==> src/rtl/spinn_link_pkg.sv <==
// spinn_link_pkg
//   Shared definitions for the SpiNNaker 2-of-7 link receiver: the transition
//   codes of the sixteen data symbols and the end-of-packet symbol, the two
//   legal packet lengths in nibbles, the receiver state encoding and a popcount
//   helper used by the symbol decoder.
package spinn_link_pkg;

  // Transition code (XOR of old and new wire state) for each data nibble.
  localparam logic [6:0] SYM_0 = 7'h11;
  localparam logic [6:0] SYM_1 = 7'h12;
  localparam logic [6:0] SYM_2 = 7'h14;
  localparam logic [6:0] SYM_3 = 7'h18;
  localparam logic [6:0] SYM_4 = 7'h21;
  localparam logic [6:0] SYM_5 = 7'h22;
  localparam logic [6:0] SYM_6 = 7'h24;
  localparam logic [6:0] SYM_7 = 7'h28;
  localparam logic [6:0] SYM_8 = 7'h41;
  localparam logic [6:0] SYM_9 = 7'h42;
  localparam logic [6:0] SYM_A = 7'h44;
  localparam logic [6:0] SYM_B = 7'h48;
  localparam logic [6:0] SYM_C = 7'h03;
  localparam logic [6:0] SYM_D = 7'h0C;
  localparam logic [6:0] SYM_E = 7'h05;
  localparam logic [6:0] SYM_F = 7'h0A;
  localparam logic [6:0] EOP_CODE = 7'h60;

  // Element n holds the code of nibble value n.
  localparam logic [15:0][6:0] SYM_TABLE = {
    SYM_F, SYM_E, SYM_D, SYM_C, SYM_B, SYM_A, SYM_9, SYM_8,
    SYM_7, SYM_6, SYM_5, SYM_4, SYM_3, SYM_2, SYM_1, SYM_0
  };

  localparam logic [4:0] SHORT_NIBBLES = 5'd10;
  localparam logic [4:0] LONG_NIBBLES  = 5'd18;

  typedef enum logic [1:0] {
    RECV    = 2'd0,
    HOLD    = 2'd1,
    DISCARD = 2'd2
  } state_t;

  function automatic logic [2:0] popcount7(input logic [6:0] v);
    logic [2:0] n;
    n = 3'd0;
    for (int i = 0; i < 7; i++) begin
      n = n + {2'b00, v[i]};
    end
    return n;
  endfunction

endpackage

==> src/rtl/spinn_2of7_decode.sv <==
// spinn_2of7_decode
//   Purely combinational classifier for a 2-of-7 transition pattern.
//   chg        : wires that differ from the last consumed wire state
//   nibble     : decoded data value (valid when is_data)
//   is_data    : chg is one of the sixteen data codes
//   is_eop     : chg is the end-of-packet code
//   is_err     : three or more wires changed, or a two-wire pattern not in use
//   is_pending : fewer than two wires changed; the symbol is still arriving
module spinn_2of7_decode
  import spinn_link_pkg::*;
(
  input  logic [6:0] chg,
  output logic [3:0] nibble,
  output logic       is_data,
  output logic       is_eop,
  output logic       is_err,
  output logic       is_pending
);

  logic [15:0] hit;
  logic [2:0]  pc;

  genvar gi;
  generate
    for (gi = 0; gi < 16; gi++) begin : g_match
      assign hit[gi] = (chg == SYM_TABLE[gi]);
    end
  endgenerate

  assign pc = popcount7(chg);

  always_comb begin
    nibble     = 4'd0;
    is_data    = 1'b0;
    is_eop     = 1'b0;
    is_err     = 1'b0;
    is_pending = 1'b0;
    for (int i = 0; i < 16; i++) begin
      if (hit[i]) nibble = i[3:0];
    end
    if (pc < 3'd2) begin
      is_pending = 1'b1;
    end else if (pc == 3'd2) begin
      if (chg == EOP_CODE) is_eop = 1'b1;
      else if (|hit)       is_data = 1'b1;
      else                 is_err = 1'b1;
    end else begin
      is_err = 1'b1;
    end
  end

endmodule

==> src/rtl/spio_spinnaker_link_sync.sv <==
// spio_spinnaker_link_sync
//   Multi-flop synchroniser for a bus of independent asynchronous wires.
//   CLK_IN : destination clock
//   IN     : asynchronous inputs
//   OUT    : inputs after STAGES flip-flops (STAGES must be at least 2)
// Each wire is synchronised on its own; the 2-of-7 code tolerates wires of
// one symbol resolving in different cycles.
module spio_spinnaker_link_sync #(
  parameter int SIZE   = 7,
  parameter int STAGES = 2
) (
  input  logic            CLK_IN,
  input  logic [SIZE-1:0] IN,
  output logic [SIZE-1:0] OUT
);

  logic [STAGES-1:0][SIZE-1:0] sync_reg;

  always_ff @(posedge CLK_IN) begin
    sync_reg[0] <= IN;
  end

  genvar gi;
  generate
    for (gi = 1; gi < STAGES; gi++) begin : g_stage
      always_ff @(posedge CLK_IN) begin
        sync_reg[gi] <= sync_reg[gi-1];
      end
    end
  endgenerate

  assign OUT = sync_reg[STAGES-1];

endmodule

==> src/rtl/spinn_link_receiver.sv <==
// spinn_link_receiver
//   Receive end of a SpiNNaker 2-of-7 NRZ link. Decodes transition symbols
//   into nibbles, frames 40/72-bit packets, checks odd parity and offers the
//   packets on a valid/ready port. The NRZ acknowledge is withheld for an EOP
//   while the output register is still occupied, which stalls the sender.
//   CLK_IN          : system clock
//   RESET_IN        : synchronous active-high reset
//   SL_DATA_2OF7_IN : asynchronous link wires
//   SL_ACK_OUT      : NRZ ack, toggles once per consumed symbol
//   PKT_DATA_OUT    : packet (short packets zero-extended), bit 0 = parity
//   PKT_LONG_OUT    : 1 for a 72-bit packet
//   PKT_VLD_OUT     : output register holds a packet
//   PKT_RDY_IN      : consumer takes the packet this cycle
//   ERR_OUT         : one-cycle pulse on code, framing or parity error
module spinn_link_receiver
  import spinn_link_pkg::*;
#(
  parameter int SYNC_STAGES  = 2,
  parameter bit CHECK_PARITY = 1'b1
) (
  input  logic        CLK_IN,
  input  logic        RESET_IN,
  input  logic [6:0]  SL_DATA_2OF7_IN,
  output logic        SL_ACK_OUT,
  output logic [71:0] PKT_DATA_OUT,
  output logic        PKT_LONG_OUT,
  output logic        PKT_VLD_OUT,
  input  logic        PKT_RDY_IN,
  output logic        ERR_OUT
);

  logic [6:0]  sync_data;
  logic [6:0]  ref_reg;
  logic [6:0]  chg;
  logic [3:0]  dec_nibble;
  logic        dec_data, dec_eop, dec_err, dec_pending;

  state_t      state_reg, state_next;
  logic [4:0]  count_reg;
  logic [71:0] asm_reg;
  logic [71:0] pkt_data_reg;
  logic        pkt_long_reg, pkt_vld_reg, ack_reg, err_reg;

  logic        is_long, frame_ok, parity_ok, out_free;
  logic        consume, load_pkt, raise_err, store_nibble, clear_count;

  spio_spinnaker_link_sync #(.SIZE(7), .STAGES(SYNC_STAGES)) u_sync (
    .CLK_IN (CLK_IN),
    .IN     (SL_DATA_2OF7_IN),
    .OUT    (sync_data)
  );

  assign chg = sync_data ^ ref_reg;

  spinn_2of7_decode u_decode (
    .chg        (chg),
    .nibble     (dec_nibble),
    .is_data    (dec_data),
    .is_eop     (dec_eop),
    .is_err     (dec_err),
    .is_pending (dec_pending)
  );

  assign is_long   = (count_reg == LONG_NIBBLES);
  assign frame_ok  = (count_reg == SHORT_NIBBLES) || is_long;
  assign parity_ok = !CHECK_PARITY || (is_long ? ^asm_reg : ^asm_reg[39:0]);
  // The output register may be reloaded in the same cycle it is accepted.
  assign out_free  = !pkt_vld_reg || PKT_RDY_IN;

  always_comb begin
    consume      = 1'b0;
    load_pkt     = 1'b0;
    raise_err    = 1'b0;
    store_nibble = 1'b0;
    clear_count  = 1'b0;
    state_next   = state_reg;
    case (state_reg)
      RECV: begin
        if (!dec_pending) begin
          if (dec_err) begin
            consume = 1'b1; raise_err = 1'b1; clear_count = 1'b1;
            state_next = DISCARD;
          end else if (dec_data) begin
            consume = 1'b1;
            if (count_reg < LONG_NIBBLES) begin
              store_nibble = 1'b1;
            end else begin
              raise_err = 1'b1; clear_count = 1'b1;
              state_next = DISCARD;
            end
          end else if (!frame_ok || !parity_ok) begin
            // Bad EOP: acked so the sender moves on to its next packet.
            consume = 1'b1; raise_err = 1'b1; clear_count = 1'b1;
          end else if (out_free) begin
            consume = 1'b1; load_pkt = 1'b1; clear_count = 1'b1;
          end else begin
            // Good EOP but nowhere to put it: the withheld ack is the backpressure.
            state_next = HOLD;
          end
        end
      end
      HOLD: begin
        // Wire activity is ignored here; the sender cannot move without our ack.
        if (out_free) begin
          consume = 1'b1; load_pkt = 1'b1; clear_count = 1'b1;
          state_next = RECV;
        end
      end
      DISCARD: begin
        if (!dec_pending) begin
          consume = 1'b1;
          if (dec_err) begin
            raise_err = 1'b1;
          end else if (dec_eop) begin
            clear_count = 1'b1;
            state_next  = RECV;
          end
        end
      end
      default: state_next = RECV;
    endcase
  end

  always_ff @(posedge CLK_IN) begin
    if (RESET_IN) begin
      state_reg    <= RECV;
      count_reg    <= 5'd0;
      asm_reg      <= 72'd0;
      pkt_data_reg <= 72'd0;
      pkt_long_reg <= 1'b0;
      pkt_vld_reg  <= 1'b0;
      ack_reg      <= 1'b0;
      err_reg      <= 1'b0;
      // Tracking the wires during reset means nothing is seen on release.
      ref_reg      <= sync_data;
    end else begin
      state_reg <= state_next;
      err_reg   <= raise_err;
      if (consume) begin
        ref_reg <= sync_data;
        ack_reg <= ~ack_reg;
      end
      if (clear_count) begin
        count_reg <= 5'd0;
      end else if (store_nibble) begin
        asm_reg[{count_reg, 2'b00} +: 4] <= dec_nibble;
        count_reg <= count_reg + 5'd1;
      end
      if (load_pkt) begin
        pkt_data_reg <= is_long ? asm_reg : {32'd0, asm_reg[39:0]};
        pkt_long_reg <= is_long;
        pkt_vld_reg  <= 1'b1;
      end else if (pkt_vld_reg && PKT_RDY_IN) begin
        pkt_vld_reg <= 1'b0;
      end
    end
  end

  assign SL_ACK_OUT   = ack_reg;
  assign PKT_DATA_OUT = pkt_data_reg;
  assign PKT_LONG_OUT = pkt_long_reg;
  assign PKT_VLD_OUT  = pkt_vld_reg;
  assign ERR_OUT      = err_reg;

endmodule

==> config.mk <==
export PLATFORM = sky130hd
export DESIGN_NAME = spinn_link_receiver
export DESIGN_NICKNAME = d
export VERILOG_FILES = /design/src/rtl/spinn_link_pkg.sv /design/src/rtl/spinn_2of7_decode.sv /design/src/rtl/spio_spinnaker_link_sync.sv /design/src/rtl/spinn_link_receiver.sv
export SDC_FILE = /design/constraint.sdc
export NUM_CORES = 1
export LEC_CHECK = 0
export CAP_MARGIN = 10
export CORE_MARGIN = 2
export CORE_UTILIZATION = 45
export DETAILED_ROUTE_END_ITERATION = 16
export HOLD_SLACK_MARGIN = 0.02
export PLACE_DENSITY = 0.66
export SYNTH_ARGS = -nofsm -noshare
export SYNTH_HDL_FRONTEND = slang
export SYNTH_SLANG_ARGS = --single-unit
==> constraint.sdc <==
create_clock -name CLK_IN -period 12.3 [get_ports CLK_IN]
set_input_delay 3.69 -clock CLK_IN [delete_from_list [all_inputs] [get_ports CLK_IN]]
set_output_delay 3.69 -clock CLK_IN [all_outputs]
set_load 0.05 [all_outputs]
# Word level (Yosys, flattened, before mapping)
# Index checks and enable logic that the tools add are counted.
totals:
  reg_bits: 176
  in_bits: 10
  out_inout_bits: 76
op_classes:
  n_addsub: 8
  n_lt_le_gt_ge: 2
  eq_ne: 30
  n_shift: 2
  muxes: 77
  n_bitwise: 3
  reduce_logical: 16
ops:
  columns: ["operator", "count"]
  rows:
  - ["72-bit bitwise mux", 1]
  - ["72-bit 2-to-1 mux", 1]
  - ["72-bit XOR reduction", 1]
  - ["4-bit by 9-bit variable shift with 72-bit output, first input constant", 1]
  - ["4-bit by 9-bit variable part select with 72-bit output", 1]
  - ["1-bit 2-to-1 mux", 44]
  - ["40-bit XOR reduction", 1]
  - ["7-bit == test, second input constant", 5]
  - ["4-bit 2-to-1 mux", 8]
  - ["7-bit by 5-bit == test with 1-bit output, second input constant", 4]
  - ["7-bit by 6-bit == test with 1-bit output, second input constant", 4]
  - ["2-bit 2-to-1 mux", 12]
  - ["16-bit OR reduction", 1]
  - ["3-bit by 1-bit adder with 3-bit output", 5]
  - ["7-bit by 4-bit == test with 1-bit output, second input constant", 2]
  - ["7-bit 2-to-1 mux", 2]
  - ["3-bit 2-to-1 mux", 4]
  - ["4-bit inequality test, second input constant", 3]
  - ["2-bit inequality test, second input constant", 5]
  - ["7-bit negation with 9-bit output", 1]
  - ["8-bit AND reduction", 1]
  - ["7-bit by 2-bit == test with 1-bit output, second input constant", 1]
  - ["7-bit by 3-bit == test with 1-bit output, second input constant", 1]
  - ["7-bit XOR", 1]
  - ["20 further kinds", 28]

# Logic depth before layout (Yosys ltp)
# Gate-level depths: netlist of the first run.
logic_depth:
  word_depth: 19
  mapped_depth: 16
  mapped_depth_nobuf: 15

# Hierarchy
# From an unflattened synthesis of the first run, not the netlist that was laid out.
unflattened:
  cells_unflattened: 865
  hier_area_um2: 7972.6
by_module_without_submodules:
  columns: ["module", "n_inst", "cells_each", "area_per_inst_um2", "seq_area_each_um2"]
  rows:
  - ["spinn_link_receiver", 1, 793, 7225.7, 3313.2]
  - ["spinn_2of7_decode", 1, 51, 414.1, 0.0]
  - ["spio_spinnaker_link_sync", 1, 21, 332.8, 280.3]

# Least setup slack after synthesis of the first run
# Ideal clock, no wire load.
synth_path:
  path_type: "in2reg"
  from: "input PKT_RDY_IN"
  to: "register pkt_data_reg[52], in the netlist PKT_DATA_OUT[52]"
  arrival_time_ps: 4764
  required_ps: 12167
  path_slack_ps: 7404
  path_stages: 8
  n_path_buf: 2
  cell_sequence: "nor2b_1 > nor2_1 > nand2_1 > or3_1 > buf_2 > buf_2 > nand4_1 > o21ai_1"
synth_between:
  elab_chain_len: 7
synth_lines:
  columns: ["item", "line", "text"]
  rows:
  - ["from (decl)", "spinn_link_receiver.sv:28", "input logic PKT_RDY_IN,"]
  - ["1-bit logical OR (*)", "spinn_link_receiver.sv:68", "assign out_free = !pkt_vld_reg || PKT_RDY_IN;"]
  - ["1-bit 2-to-1 mux (*)", "spinn_link_receiver.sv:94, spinn_link_receiver.sv:104", null]
  - ["1-bit 2-to-1 mux", "spinn_link_receiver.sv:91", "end else if (!frame_ok || !parity_ok) begin"]
  - ["1-bit 2-to-1 mux", "spinn_link_receiver.sv:83", "end else if (dec_data) begin"]
  - ["1-bit 2-to-1 mux", "spinn_link_receiver.sv:80", "if (dec_err) begin"]
  - ["1-bit 2-to-1 mux", "spinn_link_receiver.sv:79", "if (!dec_pending) begin"]
  - ["1-bit one-hot mux with 2 select lines (*)", "spinn_link_receiver.sv:77", "case (state_reg)"]
  - ["to (signal assigned)", "spinn_link_receiver.sv:150", "pkt_data_reg <= is_long ? asm_reg : {32'd0, asm_reg[39:0]};"]
  - ["to (decl)", "spinn_link_receiver.sv:41", "logic [71:0] pkt_data_reg;"]
# Every way passes the cells marked *; elsewhere a longest branch is shown, timed or not.
# A chain may end at the register's enable or synchronous reset.

# Worst setup path in the final report of the first run
layout_path:
  from: "input PKT_RDY_IN"
  to: "register pkt_data_reg[11], in the netlist PKT_DATA_OUT[11]"
# The elaborated chain is that of the path after synthesis.

==> out/summary.log, run 1 <==
[sta] Final Max Tran Viols 0
[clocking] sinks on the clock net 176
[synthesis] synth cell count leaders sky130_fd_sc_hd__dfxtp_1, sky130_fd_sc_hd__a21oi_1, sky130_fd_sc_hd__nand3_1
[synthesis] ranking of synthesized cells by area sky130_fd_sc_hd__dfxtp_1, sky130_fd_sc_hd__xnor2_1, sky130_fd_sc_hd__a21oi_1, sky130_fd_sc_hd__nand3_1, sky130_fd_sc_hd__o21ai_0
[power_and_ir_drop] clock share of power 31.0%
[placed_design] number of buffers inserted by port buffering 85
[global_routing] total routing usage reported by global routing 20.3%
[synthesis] Seq/Total Area, Yosys 44.4%
[worst_setup_path] CP max FO 50
[synthesis] post-synth top area cell sky130_fd_sc_hd__dfxtp_1
[worst_setup_path] Slowest cell on crit path sky130_fd_sc_hd__or3_2
[cells_and_area] post-layout net count 1014
[sta] sum of negative setup slack 0 ns
[synthesis] most repeated cell in the gate-level netlist after synthesis sky130_fd_sc_hd__dfxtp_1
[power_and_ir_drop] switching power 604 uW
[floorplan] die area 0.0191 mm2
[power_and_ir_drop] Switching Fraction 34.9%
[sta] fin crit period 5.70 ns
[clocking] total setup buffers inserted after CTS 0
[route] post-route DRC violation count 0
[power_and_ir_drop] portion of total power attributed to sequential cells 36.2%
[clocking] maximum clock path buffer count 2
[sta] Fin. Hold Viols 0
[power_and_ir_drop] internal power contribution 1130 uW
[clocking] TritonCTS clock tree built
[power_and_ir_drop] part of the total power dissipated in combinational logic 32.7%
[route] detail-routed via count per cell 5.47
[floorplan] die outline width 138 um
[synthesis] share of Yosys cell area claimed by the top area cell type 41.8%
[worst_setup_path] required time of the critical path 12.57 ns
[route] Routed Wire Length 19300 um
[route] count of TritonRoute iterations in the first routing pass 6
[sta] fin worst setup slack 6.60 ns
[cells_and_area] Diodes inserted 0
[outcome] result of the run completed
[clocking] CTS buffer count 17
[cells_and_area] area growth from synthesis to layout 19.0%
[synthesis] Mapped Nets 965
[synthesis] Netlist cell types 60
[power_and_ir_drop] PwrDens 179 mW/mm2
[flow_run] # Max-Cap Violations 0
[worst_hold_path] class of the worst hold path flip-flop to flip-flop
[power_and_ir_drop] static leakage 0.00324 uW
[placed_design] worst slack after detailed placement 6.15 ns
[sta] setup repair after global routing missed its margin false
[floorplan] CORE AREA 0.0178 mm2
[floorplan] placement row count 49
[global_routing] first-pass GRT wire length 31900 um
[synthesis] number of synthesized flops with an enable pin 7
[sta] measured slew at the worst slew-check pin 1.02 ns
[global_routing] leftover overflow at the end of global routing 0
[synthesis] most used flip-flop cell after synthesis sky130_fd_sc_hd__dfxtp_1
[route] DRT iter0 DRCs 565
[route] DRT antenna net count 0
[synthesis] Async SR Flop Fraction 0%
[worst_setup_path] setup slack of the most critical reg-to-reg path 6.92 ns
[synthesis] synthesized area divided by synthesized cell count 8.56 um2
[synthesis] synthesized instance count 946
[synthesis] Mapped Area 0.00810 mm2
[global_routing] initial antenna violation count 0
[sta] Finish-stage setup viols 0
[clocking] clock insertion delay at the later pin of the skew report 0.43 ns
[worst_setup_path] CP Data Arrival Time 5.97 ns
[route] number of vias after detailed routing 6767
[floorplan] Die Ht 138 um
[route] average detailed-routed wire length per instance 15.6 um
[worst_setup_path] Worst Setup Path Type primary input to flip-flop
[sta] Slew Limit Headroom 32.3%
[global_routing] largest net degree at the start of global routing 94
[power_and_ir_drop] Max IR drop VDD 0.320 mV
[synthesis] number of flip-flops and latches in the synthesized netlist 176
[clocking] clock transition at the register clock pins on the worst setup and hold paths after CTS 0.07 ns
[worst_setup_path] ordered cell list for the critical path clkdlybuf4s50_1, nor2b_1, nor2_1, nand2_1, or3_2, buf_4, nand3_1, a21oi_1
[global_routing] via count of the first global-routing pass 6236
[floorplan] initial core utilization 45.6%
[placed_design] total half-perimeter wirelength after legalization and detailed placement 13000 um
[sta] final worst-path cycle share 46.3%
[clocking] hold bufs inserted after CTS 0
[floorplan] I/O pin count 86
[clocking] clock root buffer master sky130_fd_sc_hd__clkbuf_16
[clocking] number of gates given a new drive strength after cts 0
[worst_setup_path] slowest cell delay on critical path 0.72 ns
[worst_setup_path] endpoint kind of the worst setup timing path flip-flop
[sta] worst setup skew after layout 0.00955 ns
[synthesis] count of yosys warnings during synthesis 0
[clocking] # H-tree levels 4
[worst_setup_path] startpoint type of the worst setup path primary input
[sta] highest attainable clock frequency 0.175 GHz
[cells_and_area] layout cells sized above 1 6.55%
[placed_design] global placer's final weighted congestion 0.933
-- routing by layer --
metal | track usage, % | part of all wire [%] | vias to the layer above
li1 | - | - | 3402
met5 | 0 | 0 | -
met3 | 3.60 | 3.8 | 21
met1 | 27.6 | 47 | 3208
met2 | 33.4 | 48 | 136
met4 | 6.07 | 1.4 | 0
-- critical path: cells and delay by family --
family                 cells  cell delay, ns
AND/OR/NAND/NOR            5            1.31
buffers and inverters      2            0.85
AO/OA/AOI/OAI              1            0.08
-- per-stage QoR --
stage	util, %	hold slack, ns	power [uW]	std cells	cell area [um2]
floorplan	-	0.310	1090	946	8100
global placement	50.9	0.311	1200	1205	9050
detailed placement	50.9	0.312	1210	1205	9050
CTS	54.2	0.328	1740	1237	9640
global route	54.2	0.333	1840	1237	9640
finish	54.2	0.327	1730	1237	9640
-- kinds of logic (layout without fill, tap and decap cells) --
family	Yosys count	after routing	synth area share, %
compound gates	225	225	15.2
xor+xnor	90	90	10.2
fa+ha+maj	9	9	1.58
buf+inv	72	134	3.68
flops	176	176	44.4
mux	33	33	4.09
simple gates	341	341	20.9
-- layout by cell type, fill, tap and decap left out, types with 10 or more instances in the layout --
master	instances
sky130_fd_sc_hd__nand3_1	97
sky130_fd_sc_hd__nor2_1	95
sky130_fd_sc_hd__xnor2_1	73
sky130_fd_sc_hd__clkbuf_16	18
sky130_fd_sc_hd__clkdlybuf4s50_1	84
sky130_fd_sc_hd__nand4_1	13
sky130_fd_sc_hd__dfxtp_1	169
sky130_fd_sc_hd__nor3_1	30
sky130_fd_sc_hd__and2_1	29
sky130_fd_sc_hd__o21ai_0	91
sky130_fd_sc_hd__xor2_1	13
sky130_fd_sc_hd__nand2_1	38
sky130_fd_sc_hd__mux2i_1	32
sky130_fd_sc_hd__a21oi_1	98
sky130_fd_sc_hd__o21ai_1	10
-- cell type report --
type                            instances  area [um2]
Clock buffer                           20         468
Clock inverter                         12         119
Fill cell                            1656        8140
Inverter                                9        33.8
Multi-Input combinational cell        698        4230
Sequential cell                       176        3590
Tap cell                              229         287
Timing Repair Buffer                   93         908
-- power by group through the flow --
stage | clock (uW) | sequential, uW | combinational, uW
detailed placement | 0 | 640 | 567
CTS | 545 | 627 | 570
global route | 568 | 630 | 643
floorplan | 0 | 646 | 449
finish | 537 | 627 | 566
global placement | 0 | 639 | 557
-- final timing paths --
check,startpoint,to,cells past startpoint
min reg2reg,u_sync.sync_reg[0]$_DFF_P_,u_sync.OUT[0]$_DFF_P_,0
max,PKT_RDY_IN,PKT_DATA_OUT[11]$_SDFFE_PP0P_,8
max reg2reg,ref_reg[1]$_DFFE_PP_,PKT_DATA_OUT[11]$_SDFFE_PP0P_,15
min,u_sync.sync_reg[0]$_DFF_P_,u_sync.OUT[0]$_DFF_P_,0
Power figures use the tool's default switching activity.
==> run 2, diff against run 1 <==
--- a/config.mk
+++ b/config.mk
@@ -10,7 +10,7 @@
 export CORE_UTILIZATION = 45
 export DETAILED_ROUTE_END_ITERATION = 16
 export HOLD_SLACK_MARGIN = 0.02
-export PLACE_DENSITY = 0.66
+export PLACE_DENSITY = 0.68
 export SYNTH_ARGS = -nofsm -noshare
 export SYNTH_HDL_FRONTEND = slang
 export SYNTH_SLANG_ARGS = --single-unit
==> constraint.sdc (replaced) <==
create_clock -name CLK_IN -period 5 [get_ports CLK_IN]
set_input_delay 1.5 -clock CLK_IN [delete_from_list [all_inputs] [get_ports CLK_IN]]
set_output_delay 1.5 -clock CLK_IN [all_outputs]
set_load 0.05 [all_outputs]
==> run 2 against run 1 <==
Effect of this change: power rose by 140%; global-route usage grew 0.087 points; count of clock-buffer cells in the layout fell by 3; via count increased by 1.1%; critical path type is now flip-flop to flip-flop; critical endpoint is now asm_reg[62]$_SDFFE_PP0P_; largest cell class unchanged; highest routed layer unchanged.
==> out/summary.log, run 2 (synthesis gave the netlist of run 1 again) <==
[outcome] result of the run completed
[placed_design] number of buffers inserted by port buffering 85
[worst_hold_path] class of the worst hold path flip-flop to flip-flop
[route] post-route DRC violation count 0
[flow_run] # Max-Cap Violations 0
[cells_and_area] number of standard cells in the final layout excluding fillers 1243
[floorplan] I/O pin count 86
[cells_and_area] utilization after layout 54.5%
[cells_and_area] area growth from synthesis to layout 19.7%
[worst_setup_path] buffering stage count on the worst path with inverters included 0
[worst_setup_path] required time of the critical path 5.29 ns
[clocking] # H-tree levels 4
[worst_setup_path] Worst Setup Path Type flip-flop to flip-flop
[cells_and_area] Diodes inserted 0
[clocking] number of gates given a new drive strength after cts 0
[sta] final worst-path cycle share 94.5%
[worst_setup_path] CP Data Arrival Time 5.01 ns
[clocking] CTS buffer count 17
[clocking] TritonCTS clock tree built
[power_and_ir_drop] portion of total power attributed to sequential cells 36.4%
[worst_setup_path] startpoint type of the worst setup path flip-flop
[clocking] clock insertion delay at the later pin of the skew report 0.44 ns
[route] DRT iter0 DRCs 591
[floorplan] placement row count 49
[global_routing] largest net degree at the start of global routing 87
[route] DRT antenna net count 0
[placed_design] worst slack after detailed placement 0.310 ns
[power_and_ir_drop] switching power 1490 uW
[sta] fin crit period 4.72 ns
[cells_and_area] most frequent standard cell in the layout excluding fill and tap cells sky130_fd_sc_hd__dfxtp_1
[sta] Fin. Hold Viols 0
[floorplan] die outline width 138 um
[global_routing] via count of the first global-routing pass 6207
[clocking] sinks on the clock net 176
[worst_setup_path] Top Family by Delay on Critical Path simple AND/OR/NAND/NOR gates
[worst_setup_path] Slowest cell on crit path sky130_fd_sc_hd__or4b_4
[global_routing] initial antenna violation count 0
[floorplan] Die Ht 138 um
[placed_design] global placer's final weighted congestion 0.901
[worst_setup_path] CP max FO 15
[sta] measured slew at the worst slew-check pin 0.985 ns
[sta] highest attainable clock frequency 0.212 GHz
[sta] Finish-stage setup viols 0
[power_and_ir_drop] part of the total power dissipated in combinational logic 33.7%
[cells_and_area] post-route design area 0.00970 mm2
[global_routing] total routing usage reported by global routing 20.4%
[clocking] clock transition at the register clock pins on the worst setup and hold paths after CTS 0.07 ns
[route] Routed Wire Length 19400 um
[placed_design] cell area after placement 0.00914 mm2
[sta] Final Max Tran Viols 0
[sta] setup repair after global routing missed its margin true
[worst_setup_path] ordered cell list for the critical path xnor2_1, xnor2_1, xor2_1, ha_1, fa_1, and2_1, fa_1, xnor2_1, o211ai_2, or4b_4, a21oi_4, nand2_1, nor2_1, mux2i_1, nor2_1
[clocking] maximum clock path buffer count 2
[cells_and_area] commonest cells after routing, fill and taps aside sky130_fd_sc_hd__dfxtp_1, sky130_fd_sc_hd__a21oi_1, sky130_fd_sc_hd__nand3_1, sky130_fd_sc_hd__nor2_1, sky130_fd_sc_hd__o21ai_0
[clocking] clock root buffer master sky130_fd_sc_hd__clkbuf_16
[route] average detailed-routed wire length per instance 15.6 um
[sta] worst setup skew after layout 0.00665 ns
[route] count of TritonRoute iterations in the first routing pass 5
[worst_setup_path] endpoint kind of the worst setup timing path flip-flop
[floorplan] CORE AREA 0.0178 mm2
[worst_setup_path] slowest cell delay on critical path 0.51 ns
[sta] fin worst setup slack 0.276 ns
[power_and_ir_drop] static leakage 0.00328 uW
[power_and_ir_drop] clock share of power 29.9%
[clocking] hold bufs inserted after CTS 0
[cells_and_area] post-layout net count 1020
[cells_and_area] layout cells sized above 1 7.20%
[floorplan] initial core utilization 45.6%
[power_and_ir_drop] PwrDens 437 mW/mm2
[clocking] total setup buffers inserted after CTS 0
[floorplan] die area 0.0191 mm2
[global_routing] leftover overflow at the end of global routing 0
[route] detail-routed via count per cell 5.51
[power_and_ir_drop] Max IR drop VDD 0.428 mV
[sta] Slew Limit Headroom 34.1%
[power_and_ir_drop] internal power contribution 2740 uW
[power_and_ir_drop] Switching Fraction 35.2%
[worst_setup_path] Critical Path Most Common Cell sky130_fd_sc_hd__xnor2_1
[placed_design] Placed Cells 1211
[route] number of vias after detailed routing 6843
[global_routing] first-pass GRT wire length 32200 um
[placed_design] total half-perimeter wirelength after legalization and detailed placement 13300 um
-- run 2: changes by cell type in the layout (fill, tap and decap cells not counted) --
cell,delta
sky130_fd_sc_hd__buf_12,+3
sky130_fd_sc_hd__buf_4,+3
sky130_fd_sc_hd__clkinv_2,+3
sky130_fd_sc_hd__clkinv_4,+2
sky130_fd_sc_hd__clkbuf_1,-1
sky130_fd_sc_hd__clkbuf_16,-1
sky130_fd_sc_hd__clkbuf_8,-1
sky130_fd_sc_hd__clkinvlp_4,-1
sky130_fd_sc_hd__inv_6,-1
-- run 2: final cells by class --
type	instances	area [um2]
fillers	1653	8080
multi-input cells	698	4230
flip-flops and latches	176	3590
repair buffers	99	991
clock buffers	17	425
well taps	229	287
clock inverters	15	135
inverters	9	33.8
-- run 2: worst paths after layout --
kind                                                 start                        to  slack (ns)  cells past startpoint
worst max-delay path                  ref_reg[2]$_DFFE_PP_  asm_reg[62]$_SDFFE_PP0P_        0.28                     15
worst min-delay path            u_sync.sync_reg[3]$_DFF_P_     u_sync.OUT[3]$_DFF_P_        0.33                      0
worst max register to register        ref_reg[2]$_DFFE_PP_  asm_reg[62]$_SDFFE_PP0P_        0.28                     15
worst min register to register  u_sync.sync_reg[3]$_DFF_P_     u_sync.OUT[3]$_DFF_P_        0.33                      0
-- run 2: per-stage QoR --
| step | TNS, ns | power (uW) | hold WS [ns] |
|---|---|---|---|
| 2_1_floorplan | 0 | 2690 | 0.310 |
| 3_3_place_gp | 0 | 2990 | 0.310 |
| 3_5_place_dp | 0 | 3000 | 0.312 |
| 4_1_cts | 0 | 4260 | 0.328 |
| 5_1_grt | -0.333 | 4510 | 0.332 |
| 6_report | 0 | 4230 | 0.328 |
-- run 2: power groups by stage --
stage / logic (uW) / registers (uW) / clock network (uW)
CTS: 1430 / 1540 / 1290
global placement: 1420 / 1570 / 0
finish: 1430 / 1540 / 1270
floorplan: 1100 / 1590 / 0
detailed placement: 1430 / 1570 / 0
global route: 1620 / 1550 / 1350
-- run 2: per-layer routing --
layer,wire [um],track usage (%),vias to the layer above
met4,366,7.20,0
met5,0,0,-
met3,871,3.43,24
li1,-,-,3402
met1,9130,28.6,3231
met2,9030,32.0,186
==> run 3, diff against run 2 <==
--- a/config.mk
+++ b/config.mk
@@ -6,7 +6,7 @@
 export NUM_CORES = 1
 export LEC_CHECK = 0
 export CAP_MARGIN = 10
-export CORE_MARGIN = 2
+export CORE_MARGIN = 5
 export CORE_UTILIZATION = 45
 export DETAILED_ROUTE_END_ITERATION = 16
 export HOLD_SLACK_MARGIN = 0.02
==> run 3 against run 2 <==
Effect of this change: die area grew 8.9%; sequential cell count is the same; highest routed layer unchanged; critical endpoint unchanged; register-to-register slack lost 0.05 ns; largest cell class unchanged; largest power group unchanged.
==> out/summary.log, run 3 (synthesis gave the netlist of run 1 again) <==
[route] DRT iter0 DRCs 446
[global_routing] via count of the first global-routing pass 6328
[power_and_ir_drop] part of the total power dissipated in combinational logic 34.2%
[floorplan] placement row count 49
[worst_setup_path] Top Family by Delay on Critical Path simple AND/OR/NAND/NOR gates
[flow_run] # Max-Cap Violations 0
[global_routing] most used routing layer met2
[route] DRT antenna net count 0
[power_and_ir_drop] clock share of power 28.9%
[floorplan] die area 0.0208 mm2
[worst_setup_path] startpoint type of the worst setup path flip-flop
[cells_and_area] area growth from synthesis to layout 19.3%
[worst_setup_path] Slowest cell on crit path sky130_fd_sc_hd__or4b_4
[sta] Finish-stage setup viols 0
[clocking] TritonCTS clock tree built
[power_and_ir_drop] Max IR drop VDD 0.463 mV
[outcome] result of the run completed
[power_and_ir_drop] internal power contribution 2690 uW
[worst_setup_path] CP Data Arrival Time 5.06 ns
[worst_hold_path] Worst Hold Path Cells 0
[cells_and_area] commonest cells after routing, fill and taps aside sky130_fd_sc_hd__dfxtp_1, sky130_fd_sc_hd__a21oi_1, sky130_fd_sc_hd__nand3_1, sky130_fd_sc_hd__nor2_1, sky130_fd_sc_hd__o21ai_0
[cells_and_area] layout cells sized above 1 7.28%
[cells_and_area] filler cell count in the final layout 1673
[floorplan] CORE AREA 0.0178 mm2
[worst_setup_path] total stage count of the critical path 15
[clocking] sinks on the clock net 176
[worst_setup_path] CP max FO 14
[route] count of TritonRoute iterations in the first routing pass 7
[power_and_ir_drop] Final Power 4190 uW
[power_and_ir_drop] PwrDens 434 mW/mm2
[worst_hold_path] class of the worst hold path flip-flop to flip-flop
[sta] Fin. Hold Viols 0
[sta] Final Max Tran Viols 0
[power_and_ir_drop] switching power 1500 uW
[global_routing] global-route met1 utilization 25.8%
[global_routing] largest net degree at the start of global routing 76
[placed_design] global placer's final weighted congestion 0.942
[sta] sum of negative setup slack 0 ns
[power_and_ir_drop] Switching Fraction 35.7%
[route] average detailed-routed wire length per instance 15.8 um
[placed_design] number of buffers inserted by port buffering 85
[floorplan] Die Ht 144 um
[sta] setup repair after global routing missed its margin true
[clocking] clock insertion delay at the later pin of the skew report 0.43 ns
[floorplan] initial core utilization 45.4%
[placed_design] cell area after placement 0.00911 mm2
[worst_setup_path] Critical Path Most Common Cell sky130_fd_sc_hd__xnor2_1
[global_routing] initial antenna violation count 0
[sta] measured slew at the worst slew-check pin 0.939 ns
[cells_and_area] most frequent standard cell in the layout excluding fill and tap cells sky130_fd_sc_hd__dfxtp_1
[clocking] clock transition at the register clock pins on the worst setup and hold paths after CTS 0.07 ns
[worst_setup_path] slowest cell delay on critical path 0.51 ns
[power_and_ir_drop] static leakage 0.00326 uW
[global_routing] total routing usage reported by global routing 19.3%
[worst_setup_path] buffering stage count on the worst path with inverters included 0
[route] detail-routed via count per cell 5.52
[clocking] clock root buffer master sky130_fd_sc_hd__clkbuf_16
[clocking] maximum clock path buffer count 2
[worst_setup_path] Worst Setup Path Type flip-flop to flip-flop
[global_routing] first-pass GRT wire length 32400 um
[route] post-route DRC violation count 0
[sta] highest attainable clock frequency 0.209 GHz
[power_and_ir_drop] portion of total power attributed to sequential cells 36.8%
[worst_setup_path] required time of the critical path 5.28 ns
[sta] worst setup skew after layout 0.00810 ns
[cells_and_area] post-layout net count 1023
[placed_design] worst slack after detailed placement 0.298 ns
[sta] final worst-path cycle share 95.5%
[global_routing] global routing usage on met2 31.8%
[global_routing] met3 Resource Use GR 3.27%
[sta] Slew Limit Headroom 37.2%
[sta] fin worst setup slack 0.223 ns
[route] number of vias after detailed routing 6873
[clocking] CTS buffer count 17
[sta] worst-case hold slack 0.327 ns
[floorplan] die outline width 144 um
[global_routing] leftover overflow at the end of global routing 0
[route] Routed Wire Length 19700 um
[worst_setup_path] FF-to-FF path depth 15
[sta] fin crit period 4.78 ns
[cells_and_area] Diodes inserted 0
[worst_setup_path] ordered cell list for the critical path xnor2_1, xnor2_1, xor2_1, ha_1, fa_1, and2_1, fa_1, xnor2_1, o211ai_2, or4b_4, a21oi_4, nand2_1, nor2_1, mux2i_1, nor2_1
[clocking] hold bufs inserted after CTS 0
[floorplan] I/O pin count 86
[worst_setup_path] endpoint kind of the worst setup timing path flip-flop
[cells_and_area] post-route design area 0.00966 mm2
[placed_design] total half-perimeter wirelength after legalization and detailed placement 13800 um
[clocking] # H-tree levels 4
==> run 3: cell count changes in the layout (fill, tap and decap cells not counted), moves of 2 or more <==
| cell | delta |
|---|---|
| sky130_fd_sc_hd__buf_12 | -3 |
| sky130_fd_sc_hd__clkbuf_1 | +2 |
| sky130_fd_sc_hd__clkinv_2 | -2 |
| sky130_fd_sc_hd__buf_4 | +6 |
==> run 3: path summary, 6_finish.rpt <==
path	startpoint	slack, ns	endpoint
setup reg to reg	ref_reg[2]$_DFFE_PP_	0.22	asm_reg[62]$_SDFFE_PP0P_
hold reg to reg	u_sync.sync_reg[2]$_DFF_P_	0.33	u_sync.OUT[2]$_DFF_P_
hold / removal	u_sync.sync_reg[2]$_DFF_P_	0.33	u_sync.OUT[2]$_DFF_P_
setup / recovery	ref_reg[2]$_DFFE_PP_	0.22	asm_reg[62]$_SDFFE_PP0P_
==> run 3: power groups by stage <==
stage	combinational, uW	sequential, uW	clock [uW]
floorplan	1100	1590	0
global placement	1390	1570	0
detailed placement	1410	1580	0
CTS	1430	1540	1240
global route	1620	1550	1300
finish	1430	1540	1210
==> run 3: worst reg2reg max path, stage by stage, from the launching register on <==
cell                       delay, ns
sky130_fd_sc_hd__edfxtp_1       0.42
sky130_fd_sc_hd__xnor2_1        0.37
sky130_fd_sc_hd__xnor2_1        0.28
sky130_fd_sc_hd__xor2_1         0.20
sky130_fd_sc_hd__ha_1           0.26
sky130_fd_sc_hd__fa_1           0.44
sky130_fd_sc_hd__and2_1         0.18
sky130_fd_sc_hd__fa_1           0.38
sky130_fd_sc_hd__xnor2_1        0.23
sky130_fd_sc_hd__o211ai_2       0.16
sky130_fd_sc_hd__or4b_4         0.52
sky130_fd_sc_hd__a21oi_4        0.36
sky130_fd_sc_hd__nand2_1        0.15
sky130_fd_sc_hd__nor2_1         0.39
sky130_fd_sc_hd__mux2i_1        0.24
sky130_fd_sc_hd__nor2_1         0.05
==> run 3: cell type report <==
| cell class | instances | area (um2) | area share, % |
|---|---|---|---|
| Multi-Input combinational cell | 698 | 4240 | 43.8 |
| Sequential cell | 176 | 3590 | 37.2 |
| Timing Repair Buffer | 102 | 976 | 10.1 |
| Clock inverter | 13 | 104 | 1.07 |
| Clock buffer | 19 | 433 | 4.48 |
| Tap cell | 229 | 287 | 2.97 |
| Inverter | 9 | 33.8 | 0.350 |
==> run 3: through the flow <==
step / utilization [%] / instances
final: 54.2 / 1246
after global routing: 54.2 / 1246
after CTS: 54.1 / 1245
after detailed placement: 51.1 / 1213
after global placement: 51.1 / 1213
after floorplan: - / 946
==> run 3: layer usage <==
layer | up-vias | routed length, um
met5 | - | 0
met4 | 0 | 409
met3 | 35 | 887
met2 | 177 | 9440
met1 | 3233 | 8980
li1 | 3428 | -
==> run 3: what timing repair did <==
| item | in CTS | in global routing |
|---|---|---|
| endpoints found under the setup margin | 0 | 10 |
| setup buffers | 0 | 1 |
| gates resized for setup | 0 | 1 |
